$ cat config.mk
export PLATFORM = sky130hd
export DESIGN_NAME = quad_decoder
export DESIGN_NICKNAME = d
export VERILOG_FILES = /design/src/rtl/quad_pkg.sv /design/src/rtl/quad_filter.sv /design/src/rtl/quad_decoder.sv
export SDC_FILE = /design/constraint.sdc
export NUM_CORES = 1
export LEC_CHECK = 0
export CORE_ASPECT_RATIO = 1.2
export CORE_MARGIN = 2
export CORE_UTILIZATION = 40
export CTS_CLUSTER_DIAMETER = 120
export DETAILED_ROUTE_END_ITERATION = 16
export GPL_TIMING_DRIVEN = 0
export HOLD_SLACK_MARGIN = 0.06
export PLACE_DENSITY = 0.56
export SYNTH_ARGS = -nofsm -noshare
export SYNTH_HDL_FRONTEND = slang
export SYNTH_SLANG_ARGS = --single-unit
export TNS_END_PERCENT = 5
$ cat constraint.sdc
create_clock -name clk -period 7.1 [get_ports clk]
set_input_delay 1.065 -clock clk [delete_from_list [all_inputs] [get_ports clk]]
set_output_delay 1.065 -clock clk [all_outputs]
set_load 0.01 [all_outputs]
$ cat src/rtl/quad_pkg.sv
// Shared register map, status bit positions and quadrature step decoding
// for the quadrature encoder receiver.
package quad_pkg;

  localparam logic [1:0] ADDR_POS     = 2'd0;
  localparam logic [1:0] ADDR_VEL     = 2'd1;
  localparam logic [1:0] ADDR_STATUS  = 2'd2;
  localparam logic [1:0] ADDR_PRELOAD = 2'd3;

  localparam int STATUS_ERR_BIT = 0;
  localparam int STATUS_DIR_BIT = 1;

  typedef enum logic [1:0] {
    STEP_NONE,
    STEP_FWD,
    STEP_REV,
    STEP_ERR
  } step_t;

  // Position of an {A,B} pair along the forward cycle 00 -> 10 -> 11 -> 01.
  function automatic logic [1:0] phase_of(input logic [1:0] ab);
    case (ab)
      2'b00:   return 2'd0;
      2'b10:   return 2'd1;
      2'b11:   return 2'd2;
      default: return 2'd3;
    endcase
  endfunction

  function automatic step_t decode_step(input logic [1:0] old_ab, input logic [1:0] new_ab);
    logic [1:0] diff;
    diff = phase_of(new_ab) - phase_of(old_ab);
    case (diff)
      2'd1:    return STEP_FWD;
      2'd2:    return STEP_ERR;
      2'd3:    return STEP_REV;
      default: return STEP_NONE;
    endcase
  endfunction

endpackage

$ cat src/rtl/quad_filter.sv
// One encoder pin: 2-FF synchroniser followed by a stability filter.
// After reset the first synchronised value is loaded directly and ready rises.
module quad_filter #(
  parameter int FILT_LEN = 4
) (
  input  logic clk,
  input  logic reset,
  input  logic pin,
  output logic filt,
  output logic ready
);

  localparam int CW = (FILT_LEN < 2) ? 1 : $clog2(FILT_LEN + 1);

  logic          sync1_reg;
  logic          sync2_reg;
  logic          fill1_reg;
  logic          fill2_reg;
  logic          filt_reg;
  logic          ready_reg;
  logic [CW-1:0] cnt_reg;

  always_ff @(posedge clk) begin
    if (reset) begin
      sync1_reg <= 1'b0;
      sync2_reg <= 1'b0;
      fill1_reg <= 1'b0;
      fill2_reg <= 1'b0;
      filt_reg  <= 1'b0;
      ready_reg <= 1'b0;
      cnt_reg   <= '0;
    end else begin
      sync1_reg <= pin;
      sync2_reg <= sync1_reg;
      fill1_reg <= 1'b1;
      fill2_reg <= fill1_reg;
      // fill2_reg marks the first cycle the synchroniser holds a real pin sample
      if (!ready_reg) begin
        if (fill2_reg) begin
          filt_reg  <= sync2_reg;
          ready_reg <= 1'b1;
        end
        cnt_reg <= '0;
      end else if (sync2_reg != filt_reg) begin
        if (cnt_reg == CW'(FILT_LEN - 1)) begin
          filt_reg <= sync2_reg;
          cnt_reg  <= '0;
        end else begin
          cnt_reg <= cnt_reg + CW'(1);
        end
      end else begin
        cnt_reg <= '0;
      end
    end
  end

  assign filt  = filt_reg;
  assign ready = ready_reg;

endmodule

$ cat src/rtl/quad_decoder.sv
// Quadrature encoder receiver: filtered A/B pins, 4x decode into a wrapping
// position, windowed velocity, sticky illegal-transition flag, Avalon-MM regs.
module quad_decoder
  import quad_pkg::*;
#(
  parameter int CNT_W      = 32,
  parameter int FILT_LEN   = 4,
  parameter int VEL_PERIOD = 50000,
  parameter int VEL_W      = 16
) (
  input  logic        clk,
  input  logic        reset,
  input  logic        enc_a,
  input  logic        enc_b,
  input  logic [1:0]  avs_address,
  input  logic        avs_read,
  input  logic        avs_write,
  input  logic [31:0] avs_writedata,
  output logic [31:0] avs_readdata
);

  localparam int WIN_W = $clog2(VEL_PERIOD);
  localparam logic signed [VEL_W-1:0] VEL_MAX = VEL_W'((longint'(1) << (VEL_W - 1)) - 1);
  localparam logic signed [VEL_W-1:0] VEL_MIN = -VEL_MAX;

  logic [1:0] pins;
  logic [1:0] filt_ab;
  logic [1:0] ready_ab;

  assign pins = {enc_a, enc_b};

  for (genvar gi = 0; gi < 2; gi++) begin : g_chan
    quad_filter #(.FILT_LEN(FILT_LEN)) u_filter (
      .clk   (clk),
      .reset (reset),
      .pin   (pins[gi]),
      .filt  (filt_ab[gi]),
      .ready (ready_ab[gi])
    );
  end

  logic [1:0]              prev_reg;
  logic                    valid_reg;
  logic [CNT_W-1:0]        pos_reg;
  logic                    dir_reg;
  logic                    err_reg;
  logic signed [VEL_W-1:0] acc_reg;
  logic signed [VEL_W-1:0] acc_next;
  logic signed [VEL_W-1:0] vel_reg;
  logic [WIN_W-1:0]        win_reg;
  logic [31:0]             rd_next;
  step_t                   step;
  logic                    win_last;
  logic                    preload_wr;
  logic                    err_clr;

  // No step until a previous state has been adopted after reset.
  assign step       = valid_reg ? decode_step(prev_reg, filt_ab) : STEP_NONE;
  assign win_last   = (win_reg == WIN_W'(VEL_PERIOD - 1));
  assign preload_wr = avs_write && (avs_address == ADDR_PRELOAD);
  assign err_clr    = avs_write && (avs_address == ADDR_STATUS) && avs_writedata[STATUS_ERR_BIT];

  always_comb begin
    acc_next = acc_reg;
    if (step == STEP_FWD && acc_reg != VEL_MAX) begin
      acc_next = acc_reg + VEL_W'(1);
    end else if (step == STEP_REV && acc_reg != VEL_MIN) begin
      acc_next = acc_reg - VEL_W'(1);
    end
  end

  always_comb begin
    rd_next = '0;
    case (avs_address)
      ADDR_POS:    rd_next = 32'($signed(pos_reg));
      ADDR_VEL:    rd_next = 32'(vel_reg);
      ADDR_STATUS: begin
        rd_next[STATUS_ERR_BIT] = err_reg;
        rd_next[STATUS_DIR_BIT] = dir_reg;
      end
      default:     rd_next = '0;
    endcase
  end

  always_ff @(posedge clk) begin
    if (reset) begin
      prev_reg     <= '0;
      valid_reg    <= 1'b0;
      pos_reg      <= '0;
      dir_reg      <= 1'b0;
      err_reg      <= 1'b0;
      acc_reg      <= '0;
      vel_reg      <= '0;
      win_reg      <= '0;
      avs_readdata <= '0;
    end else begin
      prev_reg  <= filt_ab;
      valid_reg <= valid_reg | (&ready_ab);

      if (preload_wr) begin
        pos_reg <= avs_writedata[CNT_W-1:0];
      end else if (step == STEP_FWD) begin
        pos_reg <= pos_reg + CNT_W'(1);
      end else if (step == STEP_REV) begin
        pos_reg <= pos_reg - CNT_W'(1);
      end

      if (step == STEP_FWD) begin
        dir_reg <= 1'b1;
      end else if (step == STEP_REV) begin
        dir_reg <= 1'b0;
      end

      if (step == STEP_ERR) begin
        err_reg <= 1'b1;
      end else if (err_clr) begin
        err_reg <= 1'b0;
      end

      // The last window cycle's step lands in VEL, not in the next window.
      if (win_last) begin
        vel_reg <= acc_next;
        acc_reg <= '0;
        win_reg <= '0;
      end else begin
        acc_reg <= acc_next;
        win_reg <= win_reg + WIN_W'(1);
      end

      if (avs_read) begin
        avs_readdata <= rd_next;
      end
    end
  end

endmodule

==> results of run 1 <==
-- cell usage after synthesis, drive strengths merged, types with 2 or more instances --
master	number
clkbuf	37
dfxtp	133
or2	2
mux2i	5
a21o	14
nand2b	2
o22ai	5
a221oi	3
a311oi	14
and2	15
a31o	3
nor4b	2
o21ai	37
a41oi	5
or3	4
a31oi	11
nor3b	3
o31ai	3
o21a	12
buf	12
nand3b	3
mux2	15
and4	2
and3	21
ha	47
nand4b	3
xor2	20
nand4	8
o21bai	5
a21oi	80
xnor2	38
nor3	37
a211oi	14
o211ai	8
a2111oi	2
inv	23
nor2b	26
nor2	139
nand2	87
nand3	18
-- final cells by class --
cell class	count	area, um2	area share [%]
timing repair buffer	73	728	7.91
clock buffer	22	494	5.37
inverter	23	86.3	0.938
tap	252	315	3.43
clock inverter	10	143	1.55
multi-input combinational	727	4580	49.7
sequential	133	2660	28.9
buffer	49	198	2.15
-- stage by stage --
stage / cell area (um2) / instances
after global placement: 8530 / 1253
after CTS: 9210 / 1289
final: 9210 / 1289
after detailed placement: 8570 / 1257
after global routing: 9210 / 1289
after floorplan: 7520 / 932
-- logic make-up after synthesis --
| logic type | after synthesis | share of synthesized area [%] |
|---|---|---|
| multiplexers | 20 | 2.91 |
| adder cells (fa/ha/maj) | 48 | 8.08 |
| flip-flops | 133 | 35.4 |
| XOR/XNOR | 58 | 6.85 |
| AND/OR/NAND/NOR | 374 | 23.3 |
| buffers and inverters | 72 | 3.77 |
| AO/OA/AOI/OAI | 227 | 19.7 |
-- metal layers --
metal  vias to the layer above  global-route usage, %  routed length [um]
met5                         -                      0                   0
met4                         0                   8.95                 587
met3                        45                   3.84                 780
met2                       145                   39.6               10700
met1                      3200                   29.1                9890
li1                       3478                      -                   -
-- path summary, 6_finish.rpt --
path | startpoint | end
setup / recovery | g_chan[1].u_filter.filt | pos_reg[31]
hold / removal | g_chan[0].u_filter.cnt_reg[0] | g_chan[0].u_filter.cnt_reg[0]
setup reg to reg | g_chan[1].u_filter.filt | pos_reg[31]
hold reg to reg | g_chan[0].u_filter.cnt_reg[0] | g_chan[0].u_filter.cnt_reg[0]
-- worst reg2reg max path, cell delays in order, from the launching register on --
cell and delay (ps):
sky130_fd_sc_hd__dfxtp_1 370, sky130_fd_sc_hd__inv_1 90, sky130_fd_sc_hd__ha_1 280, sky130_fd_sc_hd__ha_1 210, sky130_fd_sc_hd__xnor2_1 280, sky130_fd_sc_hd__inv_1 80, sky130_fd_sc_hd__ha_1 200, sky130_fd_sc_hd__o211ai_1 570
sky130_fd_sc_hd__buf_6 240, sky130_fd_sc_hd__buf_4 170, sky130_fd_sc_hd__buf_6 160, sky130_fd_sc_hd__ha_1 300, sky130_fd_sc_hd__a21oi_1 250, sky130_fd_sc_hd__nand2_1 80, sky130_fd_sc_hd__a31oi_1 350, sky130_fd_sc_hd__o21ai_2 150
sky130_fd_sc_hd__a311oi_1 590, sky130_fd_sc_hd__o21bai_1 270, sky130_fd_sc_hd__mux2i_1 180, sky130_fd_sc_hd__a2111oi_0 360, sky130_fd_sc_hd__nand3b_1 150
-- power breakdown --
| group | switching, mW | internal (mW) |
|---|---|---|
| logic | 0.201 | 0.153 |
| clock network | 0.349 | 0.601 |
| registers | 0.0181 | 0.768 |
| total | 0.568 | 1.52 |
==> impl_summary.md, run 1 <==
Floorplan
In this run the horizontal extent of the chip is 129 um. The floorplan has 54 rows. 72 I/O pins were placed.

For this configuration, the core starts out at a cell density of 41.1%. The floorplan core area is 0.0183 mm2. The die covers 0.0199 mm2. The height of the chip is 154 um.

Timing
Setup repair after global routing left no endpoint under its margin. Headroom to the max-slew limit came out at 36.0%. Setup slack on the critical path of the routed design comes to 1670 ps. Setup violations remaining at the end of the flow were counted as 0. The transition time at the pin with the least slew margin is 956 ps. Hold timing on the final database bottoms out at a slack of 417 ps. The worst path in the final design needs a cycle of 5430 ps, including I/O delays and setup. For the final database, setup skew stands at 12.3 ps. The fraction of the cycle the final worst path needs is 76.5%. The accumulated negative setup slack is 0 ps. The maximum clock frequency is 184 MHz.

The final number of max-transition violations is 0. The final hold violation count is 0.

Synthesis
The synthesized design spends more area on one cell type than any other, namely sky130_fd_sc_hd__dfxtp_1. During synthesis, Yosys emitted a total of 0 warnings. Counting flops with a built-in enable in the synthesized netlist gives 0. The post-synthesis sequential element count is 133. After synthesis, the largest area contributor takes up 35.4% of total cell area. After synthesis, the mean cell area works out to 8.07 um2.

Among all flip-flop cells after synthesis, the most frequent one is sky130_fd_sc_hd__dfxtp_1. The synthesized netlist occupies a cell area of 0.00752 mm2. Of the synthesized area, sequential elements account for 35.4%. The async set-or-reset flop fraction in the synthesized netlist is 0%.

By area the synthesized netlist is led by sky130_fd_sc_hd__dfxtp_1 (35%), sky130_fd_sc_hd__ha_1 (7.8%), sky130_fd_sc_hd__nor2_1 (6.9%). After synthesis, the netlist uses 65 different library cells. The cell count after synthesis came out at 932. The number of nets in the synthesized netlist is 1020.

Critical path
Across all register-to-register paths, the minimum setup slack is 1670 ps. Traced cell by cell, the critical path runs through inv_1, ha_1, ha_1, xnor2_1, inv_1, ha_1, o211ai_1, buf_6, buf_4, buf_6, ha_1, a21oi_1, nand2_1, a31oi_1, o21ai_2, a311oi_1, o21bai_1, mux2i_1, a2111oi_0, nand3b_1. The worst setup path is captured at a flop. The element type at the critical path start is a flop. The critical path arrival is 5800 ps.

The maximum net fanout on the critical path is 11. The kind of cell adding the most delay to the critical path is compound AO/OA/AOI/OAI gates. In this design, the stage delay of the slowest critical-path cell is 590 ps. The worst setup path category is flop to flop. The required time of the critical path is 7470 ps. The worst-path cell with the longest stage delay is sky130_fd_sc_hd__a311oi_1.

The buffers plus inverters on the worst setup path is 5. The depth of the worst register-to-register path is 20. Among the stages of the critical path, the cell type that occurs most often is sky130_fd_sc_hd__ha_1. The depth of the critical timing path with buffers and inverters included is 20.

Layout
After filler insertion, the fill cell instance count of the layout stands at 1835. The post-route netlist has 6.75% of its cells at a drive strength greater than 1. After the last flow step, the layout net total stands at 1112.

The top cell types in the final layout, fill and taps aside, are sky130_fd_sc_hd__nor2_1 (138), sky130_fd_sc_hd__dfxtp_1 (133), sky130_fd_sc_hd__nand2_1 (85). Compared with the post-synthesis result, the final layout area differs by 22.3%. 0 antenna diodes ended up in the layout. For this run, the share of the core covered by cells in the final layout is 50.3%. The library cell used most frequently in the layout, excluding fill and tap cells, is sky130_fd_sc_hd__nor2_1.

Clock tree
The number of setup buffers added after CTS is 0. TritonCTS built the clock tree. The number of hold buffers added after cts is 0. TritonCTS created 17 clock buffers. The CTS clock-pin slew for the worst setup and hold paths is 60 ps.

The insertion delay of the later-clocked pin in the worst-skew pair is 430 ps. The tree is rooted in a sky130_fd_sc_hd__clkbuf_16. The clock net in this run drives a total of 133 sinks. The number of levels in the clock H-tree is 4.

The number of gates resized after CTS is 0. No sink is reached through more buffers than the 2 on the longest clock path.

Min path
The class of the tightest hold or removal check is flop to flop. Along the worst hold path, the cell count comes to 1.

GRT
The global-route usage over all layers is 23.2%. The first global-routing pass estimated 36000 um of wire. The number of antenna violations at the first check in global routing was 0. Global routing finished with a remaining overflow of 0.

The number of global-route vias before repair was 6864. Entering global routing, the biggest net connects 17 pins.

Route
In the final routed layout, each cell accounts on average for 17.1 um. After the first detailed-routing iteration, the DRC count stood at 356. In the routed layout, each cell is associated on average with a via count of 5.33. After detailed routing, the number of remaining DRC violations is 0. The via count of the routed design is 6868. The remaining number of nets flagged by the antenna check after routing is 0.

The routed wire length is 22000 um. Before antenna repair, the detailed router went through 5 iterations.

Placed design
The congestion estimate from routability-driven global placement came to 0.911. The half-perimeter wire length after placement is 16500 um. The count of buffers inserted at the top-level ports is 69. Timing analysis after detailed placement gives a worst setup slack of 1780 ps.

Pwr
The reported leakage power is 3.69 nW. The peak supply drop is 0.000180 V. In this run the power density over the cells is 227 mW/mm2. Total power for the finished layout comes to 2.09 mW.

Outcome
The run finished with clean final reports.

Job
Across the run, the number of max-cap violations was 0.
Note: power is estimated with default switching activity, not from simulation.
==> run 2, diff against run 1 <==
==> constraint.sdc (replaced) <==
create_clock -name clk -period 5 [get_ports clk]
set_input_delay 0.75 -clock clk [delete_from_list [all_inputs] [get_ports clk]]
set_output_delay 0.75 -clock clk [all_outputs]
set_load 0.01 [all_outputs]
==> run 2 against run 1 <==
Net effect:
- utilization increased by 0.27 points
- worst hold slack hardly changed
- count of clock-buffer cells in the layout decreased by 4
- register-to-register slack lost 1300 ps
- clock power grew 39%
- worst setup slack got worse by 1300 ps
- clock skew shrank 2.0 ps
- sequential cell count is the same
- largest cell class unchanged
==> impl_summary.md, run 2 (synthesis results as in run 1) <==
Outcome
Result of the run: complete, no violations (unchanged).

Timing
RSZ-0062 raised after global routing: false (unchanged). The transition time at the pin with the least slew margin is 945 ps (was 956 ps). The worst clock skew on the final layout is 10.3 ps (was 12.3 ps). The maximum clock frequency came to 215 MHz (was 184 MHz). The relative slew slack is 36.8% (was 36.0%). The fraction of the cycle the final worst path needs came to 93.1% (was 76.5%). The final period demand of the worst path came to 4650 ps (was 5430 ps). The final worst slack was 347 ps (was 1670 ps). The number of failing setup endpoints in the final timing report was 0 (unchanged). The final number of max-transition violations is 0 (unchanged). The tightest hold margin was 417 ps (about the same). The accumulated negative setup slack was 0 ps (unchanged). The final hold violation count came to 0 (unchanged).

Critical path
Cell breakdown of the critical path: inv_1, ha_1, inv_2, ha_4, xnor2_2, ha_1, inv_1, o211ai_1, buf_6, buf_6, ha_1, a21oi_1, nand2_1, a31oi_1, o21ai_2, a311oi_1, o21bai_1, mux2i_1, a2111oi_0, nand3b_1 (was inv_1, ha_1, ha_1, xnor2_1, inv_1, ha_1, o211ai_1, buf_6, buf_4, buf_6, ha_1, a21oi_1, nand2_1, a31oi_1, o21ai_2, a311oi_1, o21bai_1, mux2i_1, a2111oi_0, nand3b_1). The cell repeated most along the worst path is sky130_fd_sc_hd__ha_1 (unchanged). The required time of the critical path is 5370 ps (was 7470 ps). The element type at the critical path start was a flop (unchanged). The worst setup path category is flop to flop (unchanged).

The maximum net fanout on the critical path was 9 (was 11). The critical path arrival is 5020 ps (was 5800 ps). The worst-path cell with the longest stage delay was sky130_fd_sc_hd__a311oi_1 (unchanged). The kind of end point of the critical path was a flop (unchanged).

The delay of the slowest critical-path stage is 540 ps (was 590 ps).

Route
The wire length on met1 is 10200 um (was 9890 um). The detailed-route wire length per cell is 17.5 um (was 17.1 um). The initial detailed-routing violation count is 364 (was 356). The top layer reached by signal wires is met4 (unchanged). The via count of the routed design is 6839 (was 6868).

The routed wire length came to 22600 um (was 22000 um). The DRC violation count after routing came to 0 (unchanged). The met2 layer wire length in the routed design was 11200 um (was 10700 um).

The via count normalized by instance count is 5.30 (was 5.33). The remaining number of nets flagged by the antenna check after routing came to 0 (unchanged). The total met3 wirelength after detailed routing is 866 um (was 780 um). The length of the first detailed-routing pass in iterations is 4 (was 5).

Floorplan
The die area was 0.0199 mm2 (unchanged). The initial core utilization is 41.1% (unchanged). The boundary pin count is 72 (unchanged). The width of the chip came to 129 um (unchanged). The floorplan core area is 0.0183 mm2 (unchanged). The height of the chip is 154 um (unchanged). The number of core rows was 54 (unchanged).

Layout
The final core area utilization came to 50.5% (was 50.3%). The area added between synthesis and finish came to 23.0% (was 22.3%). The total inserted antenna cells is 0 (unchanged). The number of fill cells is 1818 (was 1835). The final non-filler cell total is 1290 (was 1289). Commonest non-fill, non-tap cells in the layout: sky130_fd_sc_hd__nor2_1 (136), sky130_fd_sc_hd__dfxtp_1 (130), sky130_fd_sc_hd__nand2_1 (85) (was sky130_fd_sc_hd__nor2_1 (138), sky130_fd_sc_hd__dfxtp_1 (133), sky130_fd_sc_hd__nand2_1 (85)). The area of all placed cells without fillers is 0.00925 mm2 (was 0.00921 mm2). The fraction of final layout cells with drive strength greater than 1 is 8.38% (was 6.75%). The count of nets after finishing is 1113 (was 1112). The most common cell after layout, fill and taps aside is sky130_fd_sc_hd__nor2_1 (unchanged).

Min path
The class of the tightest hold or removal check is flop to flop (unchanged).

Pwr
The combinational power share is 17.3% (was 16.9%). The power share of the sequential group is 37.9% (was 37.6%). The peak supply drop is 0.000243 V (was 0.000180 V). The clock share of power is 44.8% (was 45.4%).

The switching component of the power is 833 uW (was 568 uW). The total chip power is 2.94 mW (was 2.09 mW). The internal power is 2.11 mW (was 1.52 mW). The switching fraction of total power is 28.3% (was 27.2%). The reported leakage power is 3.70 nW (was 3.69 nW).

The cell area power density is 318 mW/mm2 (was 227 mW/mm2).

Placed design
The weighted congestion reported at the end of routability-driven placement is 0.959 (was 0.911). The count of buffers inserted at the top-level ports is 69 (unchanged). The count of placed standard cells including taps was 1257 (unchanged). The half-perimeter wire length after placement is 17000 um (was 16500 um). The placed instance area is 0.00863 mm2 (was 0.00857 mm2). The post-place setup slack is 156 ps (was 1780 ps).

GRT
The number of antenna violations at the first check in global routing is 0 (unchanged). The largest net degree at the start of global routing is 17 (unchanged). The global-route usage over all layers is 23.4% (was 23.2%). The number of global-route vias before repair is 6722 (was 6864). The wire length of the first global-routing pass is 36000 um (about the same). The remaining global-route overflow is 0 (unchanged).

Clock tree
The number of buffers inserted during clock tree synthesis is 17 (unchanged). The number of hold buffers added after cts is 0 (unchanged). The clock tree from TritonCTS is built (unchanged). The maximum clock path buffer count is 2 (unchanged). The insertion delay of the later-clocked pin in the worst-skew pair is 430 ps (about the same). The clock sink count is 133 (unchanged).

The CTS clock-pin slew for the worst setup and hold paths was 60 ps (about the same). The number of levels in the clock H-tree is 4 (unchanged). The number of gates resized after CTS is 0 (unchanged).

The clock root buffer was sky130_fd_sc_hd__clkbuf_16 (unchanged).

Job
The max-capacitance violation count was 0 (unchanged).
-- run 2: final timing paths --
check                                                    from                            end  slack (ps)  depth (start not counted)
worst max-delay path                              prev_reg[1]                    pos_reg[31]         350                         20
worst min-delay path            g_chan[1].u_filter.cnt_reg[0]  g_chan[1].u_filter.cnt_reg[0]         420                          1
worst max register to register                    prev_reg[1]                    pos_reg[31]         350                         20
worst min register to register  g_chan[1].u_filter.cnt_reg[0]  g_chan[1].u_filter.cnt_reg[0]         420                          1
-- run 2: repair_timing --
action,4_1_cts,5_1_grt
endpoints found under the setup margin,0,1
setup buffers,0,1
endpoints found under the hold margin,0,0
-- run 2: power groups by stage --
| stage | clock network, mW | logic [mW] | registers, mW |
|---|---|---|---|
| 6_report | 1.32 | 0.510 | 1.12 |
| 4_1_cts | 1.33 | 0.508 | 1.12 |
| 3_5_place_dp | 0 | 0.502 | 1.14 |
| 2_1_floorplan | 0 | 0.349 | 1.13 |
| 3_3_place_gp | 0 | 0.505 | 1.14 |
| 5_1_grt | 1.38 | 0.563 | 1.12 |
-- run 2: routing by layer --
layer  GRT usage, %  vias to the layer above
met1           29.6                     3213
met4           7.45                        0
li1               -                     3482
met5              0                        -
met2           39.8                      121
met3           4.29                       23
-- run 2: layout make-up --
type	instances	area, um2	area share (%)
multi-input cells	727	4630	50.1
flip-flops and latches	133	2670	28.8
repair buffers	74	739	7.99
clock buffers	18	439	4.75
well taps	252	315	3.41
plain buffers	49	198	2.14
clock inverters	14	175	1.89
inverters	23	86.3	0.933
-- run 2: critical path: cells and delay by family, from the launching register on --
kind	cells	cell delay, ps
AO/OA/AOI/OAI	7	2100
XOR/XNOR	1	180
adder cells (fa/ha/maj)	4	1070
buffers and inverters	5	510
flip-flops	1	330
multiplexers	1	180
AND/OR/NAND/NOR	2	230
